## src/rtl/axil_master_arbiter.sv

```systemverilog
// axil_master_arbiter: shares one AXI4-Lite master port between two requesters, one whole read or write at a time.
// Define ARB_ROUND_ROBIN_EN for round-robin tie-breaking; otherwise requester 0 has fixed priority.
module axil_master_arbiter #(
  parameter int ADDR_W = 32,
  parameter int DATA_W = 32
) (
  input  logic                clk,
  input  logic                rstn,
  input  logic [ADDR_W-1:0]   s0_awaddr,
  input  logic [2:0]          s0_awprot,
  input  logic                s0_awvalid,
  output logic                s0_awready,
  input  logic [DATA_W-1:0]   s0_wdata,
  input  logic [DATA_W/8-1:0] s0_wstrb,
  input  logic                s0_wvalid,
  output logic                s0_wready,
  output logic                s0_bvalid,
  input  logic                s0_bready,
  input  logic [ADDR_W-1:0]   s0_araddr,
  input  logic [2:0]          s0_arprot,
  input  logic                s0_arvalid,
  output logic                s0_arready,
  output logic [DATA_W-1:0]   s0_rdata,
  output logic                s0_rvalid,
  input  logic                s0_rready,
  input  logic [ADDR_W-1:0]   s1_awaddr,
  input  logic [2:0]          s1_awprot,
  input  logic                s1_awvalid,
  output logic                s1_awready,
  input  logic [DATA_W-1:0]   s1_wdata,
  input  logic [DATA_W/8-1:0] s1_wstrb,
  input  logic                s1_wvalid,
  output logic                s1_wready,
  output logic                s1_bvalid,
  input  logic                s1_bready,
  input  logic [ADDR_W-1:0]   s1_araddr,
  input  logic [2:0]          s1_arprot,
  input  logic                s1_arvalid,
  output logic                s1_arready,
  output logic [DATA_W-1:0]   s1_rdata,
  output logic                s1_rvalid,
  input  logic                s1_rready,
  output logic [ADDR_W-1:0]   m_awaddr,
  output logic [2:0]          m_awprot,
  output logic                m_awvalid,
  input  logic                m_awready,
  output logic [DATA_W-1:0]   m_wdata,
  output logic [DATA_W/8-1:0] m_wstrb,
  output logic                m_wvalid,
  input  logic                m_wready,
  input  logic                m_bvalid,
  output logic                m_bready,
  output logic [ADDR_W-1:0]   m_araddr,
  output logic [2:0]          m_arprot,
  output logic                m_arvalid,
  input  logic                m_arready,
  input  logic [DATA_W-1:0]   m_rdata,
  input  logic                m_rvalid,
  output logic                m_rready,
  output logic [1:0]          gnt,
  output logic                busy
);
  typedef enum logic [1:0] {IDLE, READ, WRITE} state_t;
  state_t state, state_n;
  logic [1:0] owner, owner_n;
  logic ar_done, aw_done, w_done, ar_done_n, aw_done_n, w_done_n;
  logic req0, req1, sel1, o0, o1, rd, wr, bw;
  assign req0 = s0_arvalid | s0_awvalid;
  assign req1 = s1_arvalid | s1_awvalid;
  assign o0 = owner[0];
  assign o1 = owner[1];
  assign rd = state == READ;
  assign wr = state == WRITE;
  assign bw = aw_done & w_done;
`ifdef ARB_ROUND_ROBIN_EN
  logic last;
  assign sel1 = req1 & (~req0 | ~last);
  always_ff @(posedge clk or negedge rstn)
    if (!rstn) last <= 1'b1;
    else if (state == IDLE && (req0 | req1)) last <= sel1;
`else
  assign sel1 = ~req0 & req1;
`endif
  // Request fields are zero whenever no owner is latched.
  assign m_awaddr  = ({ADDR_W{o0}} & s0_awaddr) | ({ADDR_W{o1}} & s1_awaddr);
  assign m_awprot  = ({3{o0}} & s0_awprot) | ({3{o1}} & s1_awprot);
  assign m_araddr  = ({ADDR_W{o0}} & s0_araddr) | ({ADDR_W{o1}} & s1_araddr);
  assign m_arprot  = ({3{o0}} & s0_arprot) | ({3{o1}} & s1_arprot);
  assign m_wdata   = ({DATA_W{o0}} & s0_wdata) | ({DATA_W{o1}} & s1_wdata);
  assign m_wstrb   = ({(DATA_W/8){o0}} & s0_wstrb) | ({(DATA_W/8){o1}} & s1_wstrb);
  assign m_arvalid = rd & ~ar_done & (o1 ? s1_arvalid : s0_arvalid);
  assign m_rready  = rd & (o1 ? s1_rready : s0_rready);
  assign m_awvalid = wr & ~aw_done & (o1 ? s1_awvalid : s0_awvalid);
  assign m_wvalid  = wr & ~w_done & (o1 ? s1_wvalid : s0_wvalid);
  assign m_bready  = wr & bw & (o1 ? s1_bready : s0_bready);
  assign s0_arready = o0 & rd & m_arready & ~ar_done;
  assign s1_arready = o1 & rd & m_arready & ~ar_done;
  assign s0_rvalid  = o0 & rd & m_rvalid & ar_done;
  assign s1_rvalid  = o1 & rd & m_rvalid & ar_done;
  assign s0_awready = o0 & wr & m_awready & ~aw_done;
  assign s1_awready = o1 & wr & m_awready & ~aw_done;
  assign s0_wready  = o0 & wr & m_wready & ~w_done;
  assign s1_wready  = o1 & wr & m_wready & ~w_done;
  assign s0_bvalid  = o0 & wr & m_bvalid & bw;
  assign s1_bvalid  = o1 & wr & m_bvalid & bw;
  assign s0_rdata = m_rdata;
  assign s1_rdata = m_rdata;
  assign gnt  = owner;
  assign busy = state != IDLE;
  always_comb begin
    state_n   = state;
    owner_n   = owner;
    ar_done_n = ar_done | (m_arvalid & m_arready);
    aw_done_n = aw_done | (m_awvalid & m_awready);
    w_done_n  = w_done | (m_wvalid & m_wready);
    if (state == IDLE) begin
      ar_done_n = 1'b0;
      aw_done_n = 1'b0;
      w_done_n  = 1'b0;
      if (req0 | req1) begin
        owner_n = sel1 ? 2'b10 : 2'b01;
        state_n = (sel1 ? s1_arvalid : s0_arvalid) ? READ : WRITE;
      end
    end else if ((m_rvalid & m_rready & ar_done) | (m_bvalid & m_bready)) begin
      state_n = IDLE;
      owner_n = 2'b00;
    end
  end
  always_ff @(posedge clk or negedge rstn)
    if (!rstn) begin
      state   <= IDLE;
      owner   <= 2'b00;
      ar_done <= 1'b0;
      aw_done <= 1'b0;
      w_done  <= 1'b0;
    end else begin
      state   <= state_n;
      owner   <= owner_n;
      ar_done <= ar_done_n;
      aw_done <= aw_done_n;
      w_done  <= w_done_n;
    end
endmodule
```

## config.mk

```make
export PLATFORM = sky130hd
export DESIGN_NAME = axil_master_arbiter
export DESIGN_NICKNAME = d
export VERILOG_FILES = /design/src/rtl/axil_master_arbiter.sv
export SDC_FILE = /design/constraint.sdc
export NUM_CORES = 1
export LEC_CHECK = 0
export BUFFER_PORTS_ARGS = -buffer_cell sky130_fd_sc_hd__buf_2
export CAP_MARGIN = 20
export CORE_AREA = 2 2 174 176
export CTS_CLUSTER_SIZE = 12
export DETAILED_ROUTE_END_ITERATION = 6
export DIE_AREA = 0 0 176 178
export PLACE_DENSITY = 0.32
export SLEW_MARGIN = 20
export SYNTH_ARGS = -nofsm -noshare
export SYNTH_HDL_FRONTEND = slang
export SYNTH_SLANG_ARGS = --single-unit
```

## constraint.sdc

```tcl
create_clock -name clk -period 2.2 [get_ports clk]
set_input_delay 0.11 -clock clk [delete_from_list [all_inputs] [get_ports clk]]
set_output_delay 0.11 -clock clk [all_outputs]
set_load 0.01 [all_outputs]
```

==> load_flow_metrics.sql <==
INSERT INTO impl_metrics (metric_group, metric, value, unit) VALUES
('sta', 'fmax', '613', 'MHz'),
('run_status', 'outcome', 'complete, no violations', ''),
('setup_path', 'setup.worst_path.start', 'gnt[0]', ''),
('yosys', 'synthesis.area', '2050', 'µm²'),
('cells_and_area', 'mostFrequentLayoutCells', 'sky130_fd_sc_hd__buf_2, sky130_fd_sc_hd__a22o_1, sky130_fd_sc_hd__nor2_1, sky130_fd_sc_hd__inv_1', ''),
('setup_path', 'worstPathMaxFanout', '34', ''),
('die', 'pin_count', '449', ''),
('global_route', 'initial_antenna_violation_count', '2', ''),
('yosys', 'synthAdderAreaFrac', '0', '%'),
('power', 'switchingPower', '2.13', 'mW'),
('power', 'total_leakage_power', '2.20', 'nW'),
('power', 'comb_power_share', '83.0', '%'),
('setup_path', 'regToRegSetupSlack', '0.75', 'ns'),
('setup_path', 'reg2reg_to', 'gnt[0]', ''),
('sta', 'max_slew_margin', '78.8', '%'),
('clock_tree', 'clk-insertion-delay-late', '0.23', 'ns'),
('power', 'power.internal', '2.09', 'mW'),
('place', 'placed_cell_area', '3810', 'µm²'),
('setup_path', 'worst_ep_required_time', '2.09', 'ns'),
('power', 'power_density', '1080', 'nW/µm²'),
('cells_and_area', 'filler_free_cell_count_of_the_finished_design', '927', ''),
('clock_tree', 'cts_resized', '0', ''),
('cells_and_area', 'final_common_cell', 'sky130_fd_sc_hd__buf_2', ''),
('power', 'power.share.sequential', '9.5', '%'),
('yosys', 'synth_mux_area_share', '2.68', '%'),
('yosys', 'synthesis.yosys.warnings', '0', ''),
('sta', 'finalClockSkew', '0.00431', 'ns'),
('yosys', 'syn_inst', '261', ''),
('yosys', 'postSynthNetCount', '522', ''),
('cells_and_area', 'nets', '797', ''),
('setup_path', 'endpoint_kind', 'output pin', ''),
('setup_path', 'crit-reg2reg-launch', 'gnt[1]', ''),
('setup_path', 'cp-endpoint', 'm_araddr[10]', ''),
('sta', 'tightest_slew', '0.314', 'ns'),
('cells_and_area', 'share_of_final_layout_standard_cells_stronger_than_drive_strength_1', '68.2', '%'),
('die', 'chipWidth', '176', 'µm'),
('yosys', 'synth-seq-area-share', '8.53', '%'),
('clock_tree', 'h_tree_depth', '1', ''),
('clock_tree', 'cts.root.buffer_cell', 'sky130_fd_sc_hd__clkbuf_16', ''),
('power', 'post-layout-total-power', '4.21', 'mW'),
('sta', 'finalCritPeriodShare', '74.1', '%'),
('place', 'dp_worst_setup_slack', '0.747', 'ns'),
('cells_and_area', 'area_growth', '90.1', '%'),
('yosys', 'dominant_combinational_cell_family_by_area_after_synthesis', 'compound AO/OA/AOI/OAI gates', ''),
('clock_tree', 'clock_tree.buffer_depth', '2', ''),
('sta', 'timing.final.hold_violations', '0', ''),
('global_route', 'grt_remaining_overflow', '0', ''),
('global_route', 'vias_in_the_first_global_route', '2918', ''),
('run', 'max-cap-violations', '0', ''),
('yosys', 'synth_cell_type_count', '29', ''),
('place', 'port-buffer-count', '352', ''),
('clock_tree', 'tritoncts', 'built', ''),
('power', 'vdd.ir_drop.worst', '0.000471', 'V'),
('yosys', 'number_of_register_bits_inferred_by_synthesis', '7', ''),
('drt', 'post_drt_wl_per_cell', '15.3', 'µm'),
('yosys', 'synth-xor-area-share', '0', '%'),
('power', 'clockPowerShare', '7.5', '%'),
('place', 'gp_congestion', '0.747', ''),
('setup_path', 'timing.critical_path.from_type', 'register', ''),
('die', 'fp.dieH', '178', 'µm'),
('die', 'floorplan.core_area', '29400', 'µm²'),
('drt', 'first_pass_iters', '4', ''),
('yosys', 'synthesis.area_per_instance', '7.87', 'µm²'),
('yosys', 'synth_compound_area_share', '49.3', '%'),
('drt', 'route.vias.total', '3134', ''),
('worst_hold_path', 'hp-class', 'primary input to register', ''),
('cells_and_area', 'utilization', '13.3', '%'),
('die', 'placement_rows', '63', ''),
('drt', 'drt_drc_violations_left', '0', ''),
('drt', 'vias_per_cell', '3.38', ''),
('clock_tree', 'cts_post_setup_buffers_inserted', '0', '');
## how the worst min path moves through the flow
stage                    start        to  slack [ns]  cells after the start
global placement          rstn    w_done       -0.03                      1
CTS                 s0_arvalid  state[1]        0.13                      2
floorplan                 rstn   ar_done       -0.19                      0
detailed placement        rstn    w_done       -0.04                      1
global route        s0_arvalid  state[1]        0.16                      2
finish              s0_arvalid  state[1]        0.13                      2
## registers in the layout, summed over array words and instances, names as in the netlist
name and flops:
gnt 2, state 2, ar_done 1, w_done 1, aw_done 1
## critical path: cells and delay by family (launching register included)
| kind | cells | cell delay, ns |
|---|---|---|
| AOI/OAI and AO/OA | 1 | 0.27 |
| buffers and inverters | 2 | 0.39 |
| DFF | 1 | 0.61 |
## layer usage
| metal | global-route usage (%) | wire length (µm) | vias to the layer above |
|---|---|---|---|
| met1 | 9.07 | 5380 | 1389 |
| li1 | - | - | 1492 |
| met3 | 2.56 | 1550 | 16 |
| met5 | 0 | 0 | - |
| met4 | 1.86 | 376 | 0 |
| met2 | 14.0 | 6870 | 237 |
## cell type report
cell class / count / area (µm²) / share of cell area [%]
Tap cell: 390 / 488 / 12.5
Antenna cell: 2 / 5.00 / 0.128
Timing Repair Buffer: 359 / 1870 / 47.8
Clock buffer: 4 / 78.8 / 2.02
Inverter: 9 / 33.8 / 0.865
Multi-Input combinational cell: 156 / 1250 / 32.0
Sequential cell: 7 / 183 / 4.68
## cells by family (layout without fill, tap and decap cells)
| group | count (synthesis) | count (layout) |
|---|---|---|
| multiplexers | 5 | 5 |
| other | 0 | 2 |
| AND/OR/NAND/NOR | 34 | 34 |
| flip-flops | 7 | 7 |
| AO/OA/AOI/OAI | 117 | 117 |
| buffers and inverters | 98 | 372 |
## cell usage after synthesis
library cell | count | area, µm²
sky130_fd_sc_hd__and2_0 | 1 | 6.26
sky130_fd_sc_hd__o21ai_0 | 2 | 10.0
sky130_fd_sc_hd__buf_6 | 1 | 11.3
sky130_fd_sc_hd__o21bai_1 | 1 | 7.51
sky130_fd_sc_hd__buf_2 | 10 | 50.1
sky130_fd_sc_hd__nand3_1 | 1 | 5.00
sky130_fd_sc_hd__nor2_1 | 12 | 45.0
sky130_fd_sc_hd__or3b_1 | 1 | 8.76
sky130_fd_sc_hd__a22o_1 | 107 | 937
sky130_fd_sc_hd__a21oi_1 | 1 | 5.00
sky130_fd_sc_hd__and4b_1 | 1 | 10.0
sky130_fd_sc_hd__nor3_1 | 5 | 25.0
sky130_fd_sc_hd__mux2_4 | 1 | 15.0
sky130_fd_sc_hd__dfrtp_1 | 7 | 175
sky130_fd_sc_hd__nand2b_2 | 1 | 8.76
sky130_fd_sc_hd__and3_1 | 2 | 12.5
sky130_fd_sc_hd__and2_1 | 2 | 12.5
sky130_fd_sc_hd__or3_1 | 2 | 12.5
sky130_fd_sc_hd__o32ai_1 | 2 | 17.5
sky130_fd_sc_hd__mux2i_1 | 4 | 40.0
sky130_fd_sc_hd__nor4b_1 | 1 | 8.76
sky130_fd_sc_hd__o31a_1 | 3 | 26.3
sky130_fd_sc_hd__a41o_1 | 1 | 10.0
sky130_fd_sc_hd__nor3b_1 | 1 | 7.51
sky130_fd_sc_hd__nand2_1 | 2 | 7.51
sky130_fd_sc_hd__inv_1 | 9 | 33.8
sky130_fd_sc_hd__clkbuf_1 | 14 | 52.6
sky130_fd_sc_hd__nand2b_1 | 2 | 12.5
sky130_fd_sc_hd__buf_4 | 64 | 480
## power by group through the flow
stage	combinational, mW	sequential (mW)	clock, mW
2_1_floorplan	2.24	0.260	0
3_3_place_gp	3.58	0.413	0
3_5_place_dp	3.53	0.416	0
4_1_cts	3.55	0.415	0.318
5_1_grt	3.80	0.432	0.325
6_report	3.49	0.401	0.316
## repair_timing
action / in CTS / in global routing
hold buffers: 1 / 0
hold endpoints to repair: 7 / 0
setup endpoints to repair: 0 / 0
(Power assumes the default switching activity.)
